===== src/rtl/dsi_lane_distributor_if.sv =====
// DSI lane distributor word-stream bundle.
// The master offers words, the distributor returns ready.
interface dsi_lane_distributor_if;
  logic        iface_write_rqst;
  logic [31:0] iface_write_data;
  logic [3:0]  iface_write_strb;
  logic        iface_write_lp;
  logic        iface_write_last;
  logic        iface_data_rqst;

  modport master (
    output iface_write_rqst,
    output iface_write_data,
    output iface_write_strb,
    output iface_write_lp,
    output iface_write_last,
    input  iface_data_rqst
  );

  modport slave (
    input  iface_write_rqst,
    input  iface_write_data,
    input  iface_write_strb,
    input  iface_write_lp,
    input  iface_write_last,
    output iface_data_rqst
  );
endinterface


===== src/rtl/dsi_lane_distributor.sv =====
// DSI lane distributor: stripes packet bytes round-robin
// over 1-4 lane FIFOs, one byte per lane per cycle.
module dsi_lane_distributor (
  input  logic                   clk_phy,
  input  logic                   rst_n,
  input  logic [2:0]             reg_lanes_number,
  dsi_lane_distributor_if.slave  wr,
  output logic [35:0]            lanes_fifo_wdata,
  output logic [3:0]             lanes_fifo_write,
  input  logic [3:0]             lanes_fifo_full,
  output logic                   dist_active,
  output logic                   packet_done
);

  typedef enum logic [1:0] {
    IDLE,
    LOAD,
    WAIT_WORD
  } state_t;

  state_t     state_q;
  logic [7:0] q_q [4];
  logic [2:0] rem_q;
  logic [2:0] n_q;
  logic [1:0] ptr_q;
  logic       lp_q;
  logic       last_q;
  logic       active_q;
  logic       done_q;

  logic [2:0]  b;
  logic [2:0]  sum;
  logic [2:0]  psum;
  logic [2:0]  idx;
  logic [3:0]  mask;
  logic [35:0] data;
  logic        issue;
  logic        fin;
  logic        accept;
  logic        end_issue;
  logic        empty_end;
  logic        first;
  logic [2:0]  n_eff;
  logic [2:0]  cnt;
  logic [7:0]  ld [4];
  logic [7:0]  sh [4];

  // Beat formation: queue byte j goes to lane (ptr+j) mod N.
  always_comb begin
    b    = (rem_q < n_q) ? rem_q : n_q;
    mask = '0;
    data = '0;
    sum  = '0;
    for (int j = 0; j < 4; j++) begin
      sum = {1'b0, ptr_q} + 3'(j);
      if (sum >= n_q) sum = sum - n_q;
      if (3'(j) < b) begin
        mask[sum[1:0]] = 1'b1;
        data[int'(sum[1:0])*9 +: 9] = {lp_q, q_q[j]};
      end
    end
    issue = (rem_q != 3'd0) &&
            ((mask & lanes_fifo_full) == 4'd0);
  end

  // Next pointer and queue contents after a beat issues.
  always_comb begin
    psum = {1'b0, ptr_q} + b;
    if (psum >= n_q) psum = psum - n_q;
    idx = '0;
    for (int j = 0; j < 4; j++) begin
      idx   = 3'(j) + b;
      sh[j] = (idx < 3'd4) ? q_q[idx[1:0]] : 8'd0;
    end
  end

  // Compact the enabled bytes of the incoming word.
  always_comb begin
    cnt = '0;
    for (int k = 0; k < 4; k++) ld[k] = '0;
    for (int k = 0; k < 4; k++) begin
      if (wr.iface_write_strb[k]) begin
        ld[cnt[1:0]] = wr.iface_write_data[k*8 +: 8];
        cnt = cnt + 3'd1;
      end
    end
  end

  // Clamp the programmed lane count into 1..4.
  always_comb begin
    n_eff = 3'd4;
    unique case (1'b1)
      reg_lanes_number <= 3'd1: n_eff = 3'd1;
      reg_lanes_number == 3'd2: n_eff = 3'd2;
      reg_lanes_number == 3'd3: n_eff = 3'd3;
      default:                  n_eff = 3'd4;
    endcase
  end

  assign lanes_fifo_write = issue ? mask : 4'd0;
  assign lanes_fifo_wdata = issue ? data : 36'd0;

  assign fin       = issue && (b == rem_q);
  assign wr.iface_data_rqst = (rem_q == 3'd0) || fin;
  assign accept    = wr.iface_write_rqst &&
                     wr.iface_data_rqst;
  assign end_issue = fin && last_q;
  assign empty_end = accept &&
                     (wr.iface_write_strb == 4'd0) &&
                     wr.iface_write_last;
  // A packet that ends this cycle frees the slot for a new one.
  assign first     = (state_q == IDLE) || end_issue;

  assign dist_active = active_q;
  assign packet_done = done_q;

  // Holding register, lane pointer and packet FSM.
  always_ff @(posedge clk_phy or negedge rst_n) begin
    if (!rst_n) begin
      state_q  <= IDLE;
      rem_q    <= 3'd0;
      n_q      <= 3'd1;
      ptr_q    <= 2'd0;
      lp_q     <= 1'b0;
      last_q   <= 1'b0;
      active_q <= 1'b0;
      done_q   <= 1'b0;
      for (int k = 0; k < 4; k++) q_q[k] <= 8'd0;
    end else begin
      done_q <= end_issue || empty_end;
      if (issue) begin
        rem_q <= rem_q - b;
        ptr_q <= psum[1:0];
        for (int k = 0; k < 4; k++) q_q[k] <= sh[k];
      end
      if (accept) begin
        for (int k = 0; k < 4; k++) q_q[k] <= ld[k];
        rem_q  <= cnt;
        lp_q   <= wr.iface_write_lp;
        last_q <= wr.iface_write_last;
        if (first) n_q <= n_eff;
      end
      if (end_issue || empty_end) ptr_q <= 2'd0;
      if (empty_end) begin
        state_q  <= IDLE;
        active_q <= 1'b0;
      end else if (accept) begin
        state_q  <= (cnt != 3'd0) ? LOAD : WAIT_WORD;
        active_q <= 1'b1;
      end else if (end_issue) begin
        state_q  <= IDLE;
        active_q <= 1'b0;
      end else if (fin) begin
        state_q  <= WAIT_WORD;
      end
    end
  end

endmodule

===== src/flat_wrapper.sv =====
// flat-port wrapper written by rule: the top's interface ports become plain ports
module dsi_lane_distributor_flat 
  (clk_phy, rst_n, reg_lanes_number, lanes_fifo_wdata, lanes_fifo_write, lanes_fifo_full, dist_active, packet_done, wr_iface_write_rqst, wr_iface_write_data, wr_iface_write_strb, wr_iface_write_lp, wr_iface_write_last, wr_iface_data_rqst);
  dsi_lane_distributor_if wr_i ();
  input  logic clk_phy;
  input  logic rst_n;
  input  logic [2:0] reg_lanes_number;
  output logic [35:0] lanes_fifo_wdata;
  output logic [3:0] lanes_fifo_write;
  input  logic [3:0] lanes_fifo_full;
  output logic dist_active;
  output logic packet_done;
  input wire logic [$bits(wr_i.iface_write_rqst)-1:0] wr_iface_write_rqst;
  input wire logic [$bits(wr_i.iface_write_data)-1:0] wr_iface_write_data;
  input wire logic [$bits(wr_i.iface_write_strb)-1:0] wr_iface_write_strb;
  input wire logic [$bits(wr_i.iface_write_lp)-1:0] wr_iface_write_lp;
  input wire logic [$bits(wr_i.iface_write_last)-1:0] wr_iface_write_last;
  output wire logic [$bits(wr_i.iface_data_rqst)-1:0] wr_iface_data_rqst;
  assign wr_i.iface_write_rqst = wr_iface_write_rqst;
  assign wr_i.iface_write_data = wr_iface_write_data;
  assign wr_i.iface_write_strb = wr_iface_write_strb;
  assign wr_i.iface_write_lp = wr_iface_write_lp;
  assign wr_i.iface_write_last = wr_iface_write_last;
  assign wr_iface_data_rqst = wr_i.iface_data_rqst;
  dsi_lane_distributor u_core (.clk_phy(clk_phy), .rst_n(rst_n), .reg_lanes_number(reg_lanes_number), .wr(wr_i), .lanes_fifo_wdata(lanes_fifo_wdata), .lanes_fifo_write(lanes_fifo_write), .lanes_fifo_full(lanes_fifo_full), .dist_active(dist_active), .packet_done(packet_done));
endmodule

===== config.mk =====
export PLATFORM = sky130hd
export DESIGN_NAME = dsi_lane_distributor_flat
export DESIGN_NICKNAME = d
export VERILOG_FILES = /design/src/rtl/dsi_lane_distributor_if.sv /design/src/rtl/dsi_lane_distributor.sv /design/src/flat_wrapper.sv
export SDC_FILE = /design/constraint.sdc
export NUM_CORES = 1
export LEC_CHECK = 0
export BUFFER_PORTS_ARGS = -buffer_cell sky130_fd_sc_hd__buf_2
export CAP_MARGIN = 10
export CORE_MARGIN = 2
export CORE_UTILIZATION = 50
export CTS_BUF_LIST = sky130_fd_sc_hd__clkbuf_8
export DETAILED_ROUTE_END_ITERATION = 10
export GPL_TIMING_DRIVEN = 0
export PLACE_DENSITY = 0.75
export RECOVER_POWER = 25
export SLEW_MARGIN = 5
export SYNTH_ARGS = -nofsm -noshare
export SYNTH_HDL_FRONTEND = slang
export SYNTH_SLANG_ARGS = --single-unit

===== constraint.sdc =====
create_clock -name clk_phy -period 5.37 [get_ports clk_phy]
set_input_delay 1.074 -clock clk_phy [delete_from_list [all_inputs] [get_ports clk_phy]]
set_output_delay 1.074 -clock clk_phy [all_outputs]
set_load 0.005 [all_outputs]

Word level (Yosys, flattened, before mapping)
Cells that the tools add are included.
{"block": "op_classes", "n_addsub": 20, "mul": 4, "div_mod_pow": 0, "magnitude_cmp": 33, "eq_ne": 3, "shift": 8, "muxes": 75, "n_bitwise": 12, "reduce_logical": 27}
{"operator": "36-bit 2-to-1 mux", "count": 5}
{"operator": "32-bit 2-to-1 mux", "count": 5}
{"operator": "9-bit by 33-bit variable shift with 36-bit output, first input constant", "count": 4}
{"operator": "9-bit by 33-bit variable part select with 36-bit output", "count": 4}
{"operator": "32-bit negator with 33-bit output", "count": 4}
{"operator": "8-bit 2-to-1 mux", "count": 16}
{"operator": "36-bit bitwise mux", "count": 3}
{"operator": "32-bit bitwise mux", "count": 3}
{"operator": "8-bit binary-select mux with 2-bit select", "count": 4}
{"operator": "8-bit demux with 2-bit select", "count": 3}
{"operator": "36-bit AND", "count": 1}
{"operator": "2-bit by 4-bit multiplier with 6-bit output, second input constant", "count": 4}
{"operator": "2-bit 2-to-1 mux", "count": 12}
{"operator": "3-bit >= comparator, second input constant", "count": 7}
{"operator": "4-bit 2-to-1 mux", "count": 5}
{"operator": "3-bit 2-to-1 mux", "count": 6}
{"operator": "2-bit inverter with 3-bit output", "count": 6}
{"operator": "1-bit logical AND", "count": 13}
{"operator": "3-bit >= comparator", "count": 4}
{"operator": "2-bit by 3-bit less-than comparator with 1-bit output, second input constant", "count": 4}
{"operator": "3-bit less-than comparator, second input constant", "count": 4}
{"operator": "4-bit bitwise OR", "count": 3}
{"operator": "2-bit subtractor", "count": 5}
{"operator": "3-bit by 1-bit less-than comparator with 1-bit output, second input constant", "count": 3}
{"operator": "29 further kinds", "count": 54}
{"block": "word_totals", "reg_bits": 46, "latchBits": 0, "ramBits": 0, "romBits": 0, "inputBits": 48, "out_inout_bits": 43, "elab_cells": 194, "n_memories": 0}

Longest topological paths before layout
Gate-level depths: netlist of run 1.
{"block": "logic_depth", "ltp_word": 23, "ltp_mapped": 20, "depth_no_buf": 18}

Worst setup path after synthesis of run 1
OpenSTA, ideal clock, no wires.
{"block": "synth_timing", "path_type": "register to output", "from": "register u_core.ptr_q[0]", "to": "output port lanes_fifo_wdata[28]", "t_arrival_ns": 4.005, "path_slack_ns": 0.291, "stages_incl_launch_ff": 18, "path_buffers": 2, "path_cell_list": "dfrtp_1 -> inv_1 -> ha_1 -> ha_1 -> a21boi_0 -> o21a_1 -> or2_2 -> o21ai_0 -> inv_1 -> ha_1 -> or3b_2 -> a21oi_1 -> a21o_1 -> and4_1 -> buf_8 -> nand2_4 -> buf_2 -> a21oi_1"}
{"block": "synth_between", "elab_chain_len": 17}
{"element": "from (decl)", "line_no": "dsi_lane_distributor.sv:25", "rtl": "logic [1:0] ptr_q;"}
{"element": "from (signal assigned)", "line_no": "dsi_lane_distributor.sv:133", "rtl": "ptr_q <= psum[1:0];"}
{"element": "branches (longest 16 deep; another with 32-bit negator with 33-bit output)"}
{"element": "36-bit 2-to-1 mux (*)", "line_no": "dsi_lane_distributor.sv:101", "rtl": "assign lanes_fifo_wdata = issue ? data : 36'd0;"}
{"element": "to (decl)", "line_no": "flat_wrapper.sv:8", "rtl": "output logic [35:0] lanes_fifo_wdata;"}
Every way passes the cells marked *.

Final worst setup path of run 1
{"block": "layout_timing", "from": "register u_core.rem_q[1]", "to": "output port lanes_fifo_wdata[27]"}
{"block": "layout_between", "elab_chain_len": 14}
{"element": "from (decl)", "line_no": "dsi_lane_distributor.sv:23", "rtl": "logic [2:0] rem_q;"}
{"element": "from (signal assigned)", "line_no": "dsi_lane_distributor.sv:132", "rtl": "rem_q <= rem_q - b;"}
{"element": "from (signal assigned)", "line_no": "dsi_lane_distributor.sv:138", "rtl": "rem_q <= cnt;"}
{"element": "3-bit less-than comparator", "line_no": "dsi_lane_distributor.sv:50", "rtl": "b = (rem_q < n_q) ? rem_q : n_q;"}
{"element": "3-bit 2-to-1 mux", "line_no": "dsi_lane_distributor.sv:50"}
{"element": "1-bit by 3-bit less-than comparator with 1-bit output", "line_no": "dsi_lane_distributor.sv:57", "rtl": "if (3'(j) < b) begin"}
{"element": "4-bit 2-to-1 mux", "line_no": "dsi_lane_distributor.sv:57"}
{"element": "4-bit bitwise OR (no line)"}
{"element": "4-bit 2-to-1 mux", "line_no": "dsi_lane_distributor.sv:57"}
{"element": "4-bit bitwise OR (no line)"}
{"element": "4-bit 2-to-1 mux", "line_no": "dsi_lane_distributor.sv:57"}
{"element": "4-bit bitwise OR (no line)"}
{"element": "4-bit 2-to-1 mux", "line_no": "dsi_lane_distributor.sv:57"}
{"element": "4-bit AND", "line_no": "dsi_lane_distributor.sv:63", "rtl": "((mask & lanes_fifo_full) == 4'd0);"}
{"element": "4-bit zero test", "line_no": "dsi_lane_distributor.sv:63"}
{"element": "1-bit logical AND", "line_no": "dsi_lane_distributor.sv:62", "rtl": "issue = (rem_q != 3'd0) &&"}
{"element": "36-bit 2-to-1 mux (*)", "line_no": "dsi_lane_distributor.sv:101"}
Every way passes the cells marked *; elsewhere a longest branch is shown, timed or not.

==> qor.txt, run 1 <==
Layout area overhead - 18.7%
boundary pin count - 91
Post-synth EDFFs - 0
M3 GR Usage - 0.0449
fin crit share - 0.976
Fin. Hold Viols - 0
htree depth - 2
YS warnings - 0
reg2reg path depth - 17
crit path buf inv count - 6
Post-Synth XOR/XNOR Area - 0.0147
post-synth cell types - 82
RR Startpoint - u_core.rem_q[1]
PortBufs - 90
Rows - 41
worst-margin pin slew - 2.52 ns
Max-Cap Viols - 1
Slowest-stage cell, CP - dfrtp_1
most used routing layer - met2
Setup crit end kind - output pin
Yosys reg bits - 46
CP top delay family - buffers and inverters
Routed Antenna Nets - 0
Mean Syn Cell Area - 8.19 um^2
# DRC - 0
Final Skew - 0.00803 ns
Final setup viols - 0
area of the die - 14100 um^2
CP arrival - 4.17 ns
Main synth FF type - dfrtp_1
Top cell by count, worst path - buf_6
Max Slew Vio Count - 47
Clock Latency Late Sink - 0.32 ns
share of the yosys chip area belonging to registers - 0.175
met1 GRT Util - 0.416
Core Area - 12700 um^2
first-pass GRT wire length - 34800 um
initial antenna violation count - 0
outcome - finished, violations left
met2 usage - 0.482
detailed-route vias per instance - 6.46
final WL - 21200 um
CP Depth - 17
clk root buf - clkbuf_8
worst-path cell chain - ha_1, a21o_1, a21oi_2, mux2i_4, buf_6, ha_2, inv_1, clkbuf_2, a211oi_2, o2111ai_1, nand2_1, and4_4, buf_12, nand2_8, buf_6, a21oi_1, buf_2
Clock transition at path regs - 0.09 ns
Worst slew margin - -0.681
most frequent cells in the layout - 99 x buf_2, 57 x ha_1, 52 x nand2_1
Synth Net Count - 913
hold path start - u_core.last_q
CTS tree - built
Critical Path Max Stage Delay - 0.55 ns
largest family of logic cells by synthesized area - compound AO/OA/AOI/OAI gates
simple-gate share of the synthesized area - 0.159
Initial DRT Pass Iterations - 6
Critical Path End - lanes_fifo_wdata[27]
Setup crit start - u_core.rem_q[1]
post-synthesis compound-gate area fraction - 0.341
commonest non-fill, non-tap cell in the layout - buf_2
Critical Path RT - 4.30 ns
multiplexer share of the synthesized area - 0.119
largest net degree at the start of global routing - 47
failing checks - max-capacitance violations, max-slew violations
ANT cells - 0
Max Buffers Root-to-Sink - 2
fmax - 0.191 GHz
ratio of cells with drive above 1 in the final layout - 0.282
GR Util All Layers - 0.298
WL per Instance - 19.3 um
RePlAce Congestion - 0.969
final cell count without fillers - 1095
Initial Utilization - 0.516
die extent in x - 119 um
DRT iter0 DRCs - 779
clock sinks - 46
min-delay worst type - reg -> reg
synthesized cell area - 6570 um^2
Async SR Flop Fraction - 1.00
Final nets - 1033
Overflow after GRT - 0
Num CTS Buffers - 5
vias in the first global route - 6886
Mapped Cells - 802
post-DP HPWL - 16100 um
CP startpoint kind - register
Synth Area in Adders - 0.122
Tmin final - 5.24 ns
maximum fanout along the worst path - 13
Sum Neg Setup Slack - 0 ns
RR Endpoint - u_core.q_q[2]
routed via count - 7072
FF-to-FF setup slack - 0.96 ns
Cells after DPL - 1064
crit path kind - reg -> out
die height - 119 um
==> final cells by class <==
cell class / instances / area (um^2)
timing repair buffer: 114 / 629
clock buffer: 5 / 68.8
inverter: 38 / 148
multi-input combinational: 659 / 5200
clock inverter: 3 / 43.8
tap: 172 / 215
sequential: 46 / 1150
buffer: 58 / 337
fill: 1182 / 4930
==> worst register-to-register path: stages, from the launching register on <==
cell,delay (ns)
dfrtp_1,0.55
ha_1,0.32
a21o_1,0.17
a21oi_2,0.20
mux2i_4,0.31
buf_6,0.21
ha_2,0.27
inv_1,0.13
clkbuf_2,0.23
a211oi_2,0.25
o2111ai_1,0.16
buf_4,0.17
a211oi_1,0.19
a31oi_1,0.17
buf_2,0.26
buf_2,0.20
a221oi_1,0.39
a31oi_1,0.09
==> metal layers <==
layer	vias to the layer above	routed length, um
li1	3341	-
met1	3329	9540
met2	367	9560
met3	35	1720
met4	0	344
met5	-	0
==> flip-flops by register name (all words and copies together), names as in the netlist <==
signal              flops
u_core.q_q             32
u_core.n_q              3
u_core.rem_q            3
u_core.ptr_q            2
u_core.state_q          2
u_core.dist_active      1
u_core.last_q           1
u_core.lp_q             1
u_core.packet_done      1
==> kinds of logic after synthesis <==
kind of cell,count (synthesis)
AOI/OAI and AO/OA,311
adders and majority gates,63
xor gates and xnor gates,11
and+or+nand+nor,202
muxes,72
buffers and inverters,97
DFF,46
==> cell usage after synthesis, types with 21 or more instances <==
cell      number  area (um^2)
o21ai_0       41          205
nand4_1       36          225
mux2_2        36          405
ha_1          61          763
clkbuf_1      21         78.8
mux2i_1       34          340
inv_1         36          135
a22oi_1       52          390
a211oi_1      22          165
a31oi_1       37          231
nor2_1        49          184
dfrtp_1       45         1130
a21oi_1       56          280
a22o_1        25          219
nand2_1       52          195
==> stage by stage <==
stage                     cell area, um^2  hold slack (ns)  setup slack (ns)  utilization
final                                7800            0.519             0.128        0.613
after global routing                 7800            0.537           -0.0190        0.613
after CTS                            7530            0.522            0.0118        0.592
after detailed placement             7240            0.499            -0.804        0.569
after global placement               7230            0.494            -0.748        0.569
after floorplan                      6570            0.479             0.291            -
==> how the worst min path moves through the flow <==
stage / end / slack, ns / cells after the start
3_5_place_dp: u_core.last_q / 0.50 / 1
4_1_cts: u_core.last_q / 0.52 / 1
3_3_place_gp: u_core.last_q / 0.49 / 1
6_report: u_core.last_q / 0.52 / 1
2_1_floorplan: u_core.last_q / 0.48 / 1
5_1_grt: u_core.last_q / 0.54 / 1
==> repair_timing <==
item                       CTS  global route
setup buffers                7            17
pin swaps                    4            15
hold buffers                 0             0
resized for setup           29            48
setup endpoints to repair   41            41
Power of run 1 is left out: the tool's default activity adds up to more than one toggle a clock period on the data nets, which glitch-free logic cannot reach.
==> run 2, diff against run 1 <==
--- a/config.mk
+++ b/config.mk
@@ -8,11 +8,11 @@
 export BUFFER_PORTS_ARGS = -buffer_cell sky130_fd_sc_hd__buf_2
 export CAP_MARGIN = 10
 export CORE_MARGIN = 2
-export CORE_UTILIZATION = 50
+export CORE_UTILIZATION = 60
 export CTS_BUF_LIST = sky130_fd_sc_hd__clkbuf_8
 export DETAILED_ROUTE_END_ITERATION = 10
 export GPL_TIMING_DRIVEN = 0
-export PLACE_DENSITY = 0.75
+export PLACE_DENSITY = 0.87
 export RECOVER_POWER = 25
 export SLEW_MARGIN = 5
 export SYNTH_ARGS = -nofsm -noshare
==> run 2 against run 1 <==
Net effect:
- the flow still finishes with violations (max-capacitance violations, max-slew violations)
- wire length is 4.1% higher
- via count is 3.1% higher
- non-clock buffer count is 4 lower
- fmax is 1.7% lower
- count of clock-buffer cells in the layout stayed put
- die area is 16% lower
- critical path type unchanged
- critical endpoint is now lanes_fifo_write[0]
==> qor.txt, run 2 (synthesis results as in run 1) <==
WL per Instance - 20.8 um (was 19.3 um)
Max Buffers Root-to-Sink - 2 (unchanged)
largest net degree at the start of global routing - 47 (unchanged)
Fin. Hold Viols - 0 (unchanged)
PortBufs - 90 (unchanged)
htree depth - 2 (unchanged)
clk root buf - clkbuf_8 (unchanged)
biggest regs - u_core.q_q x32, u_core.n_q x3, u_core.rem_q x3 (unchanged)
routed via count - 7288 (was 7072)
clock sinks - 46 (unchanged)
DRT iter0 DRCs - 984 (was 779)
Max-Cap Viols - 1 (unchanged)
# DRC - 0 (unchanged)
vias in the first global route - 6902 (was 6886)
Overflow after GRT - 0 (unchanged)
commonest non-fill, non-tap cell in the layout - buf_2 (unchanged)
ANT cells - 0 (unchanged)
first-pass GRT wire length - 34400 um (was 34800 um)
Sum Neg Setup Slack - 0 ns (unchanged)
maximum fanout along the worst path - 10 (was 13)
RePlAce Congestion - 1.00 (was 0.969)
most frequent cells in the layout - 100 x buf_2, 58 x ha_1, 52 x nand2_1 (was 99 x buf_2, 57 x ha_1, 52 x nand2_1)
fin crit share - 0.993 (was 0.976)
area of the die - 11800 um^2 (was 14100 um^2)
GR Util All Layers - 0.364 (was 0.298)
final WL - 22000 um (was 21200 um)
initial antenna violation count - 0 (unchanged)
Routed Antenna Nets - 0 (unchanged)
Final Core Density - 0.717 (was 0.613)
outcome - finished, violations left (unchanged)
die height - 109 um (was 119 um)
Tmin final - 5.33 ns (was 5.24 ns)
dpl ws - -0.903 ns (was -0.804 ns)
Max Slew Vio Count - 47 (unchanged)
Initial Utilization - 0.611 (was 0.516)
die extent in x - 109 um (was 119 um)
Layout area overhead - 17.4% (was 18.7%)
worst setup margin - 0.0378 ns (was 0.128 ns)
min-delay worst type - reg -> reg (unchanged)
fill count - 858 (was 1182)
Final setup viols - 0 (unchanged)
ratio of cells with drive above 1 in the final layout - 0.264 (was 0.282)
failing checks - max-capacitance violations, max-slew violations (unchanged)
CTS tree - built (unchanged)
fmax - 0.188 GHz (was 0.191 GHz)
max reg flops - 32 (unchanged)
worst-margin pin slew - 2.56 ns (was 2.52 ns)
Clock Latency Late Sink - 0.31 ns (was 0.32 ns)
post-DP HPWL - 15900 um (was 16100 um)
Initial DRT Pass Iterations - 6 (unchanged)
Core Area - 10700 um^2 (was 12700 um^2)
detailed-route vias per instance - 6.88 (was 6.46)
Area after DPL - 7200 um^2 (was 7240 um^2)
Num CTS Buffers - 5 (unchanged)
Setup crit end kind - output pin (unchanged)
Finished Cell Area - 7710 um^2 (was 7800 um^2)
Reg with most FFs - u_core.q_q (unchanged)
Rows - 38 (was 41)
Clock transition at path regs - 0.09 ns (about the same)
CP startpoint kind - register (unchanged)
Worst slew margin - -0.707 (was -0.681)
Critical Path RT - 4.30 ns (about the same)
boundary pin count - 91 (unchanged)
CP arrival - 4.26 ns (was 4.17 ns)
Final nets - 1029 (was 1033)
Final Skew - 0.00625 ns (was 0.00803 ns)
crit path kind - reg -> out (unchanged)
## run 2: cell types whose count changed in the layout (fill, tap and decap cells not counted), sizes merged
cell | previous run | this run
buf | 147 | 143
clkbuf | 30 | 29
clkdlybuf4s18 | 0 | 1
clkinv | 1 | 0
inv | 39 | 40
## run 2: repair_timing
| item | in CTS | in global routing |
|---|---|---|
| hold buffers | 0 | 0 |
| buffers inserted | 7 | 11 |
| resized for setup | 33 | 30 |
| pin swaps | 4 | 13 |
| setup endpoints to repair | 42 | 41 |
## run 2: area by class of cell
class | instances | area (um^2) | share of cell area
clock inverters | 3 | 37.5 | 0.00487
clock buffers | 5 | 68.8 | 0.00893
plain buffers | 59 | 332 | 0.0430
inverters | 38 | 150 | 0.0195
well taps | 140 | 175 | 0.0227
flip-flops and latches | 46 | 1150 | 0.150
multi-input cells | 659 | 5200 | 0.674
repair buffers | 109 | 594 | 0.0771
## run 2: critical path, cell delays in order, from the launching register on
cell and delay [ns]:
dfrtp_2 0.44, inv_2 0.09, ha_4 0.21, ha_4 0.22, a21boi_0 0.12, o21a_1 0.23, or2_2 0.31, o21ai_4 0.20
inv_2 0.09, ha_1 0.20, or3b_2 0.48, a21oi_2 0.19, a21o_1 0.16, and4_4 0.25, buf_12 0.15, nand2_8 0.10
buf_6 0.17, a21oi_1 0.17, buf_2 0.14
## run 2: path summary, 6_finish.rpt
kind | from | end | slack (ns) | depth (start not counted)
max | u_core.ptr_q[1] | lanes_fifo_write[0] | 0.04 | 18
min | u_core.last_q | u_core.last_q | 0.53 | 1
max reg2reg | u_core.ptr_q[1] | u_core.q_q[1] | 0.71 | 19
min reg2reg | u_core.last_q | u_core.last_q | 0.53 | 1
max in group asynchronous | rst_n | u_core.ptr_q[0] | 2.18 | 1
min in group asynchronous | rst_n | u_core.q_q[4] | 1.55 | 1
## run 2: stage by stage
| stage | instances | hold WS, ns |
|---|---|---|
| 6_report | 1059 | 0.531 |
| 3_3_place_gp | 1032 | 0.494 |
| 5_1_grt | 1059 | 0.570 |
| 4_1_cts | 1048 | 0.536 |
| 3_5_place_dp | 1033 | 0.515 |
| 2_1_floorplan | 802 | 0.479 |
## run 2: layer usage
layer | vias up | GRT usage | wire length, um
li1 | 3322 | - | -
met1 | 3376 | 0.486 | 8800
met2 | 504 | 0.592 | 10100
met3 | 86 | 0.0705 | 2420
met4 | 0 | 0.120 | 689
met5 | - | 0 | 0
Power of run 2 is left out for the same reason.
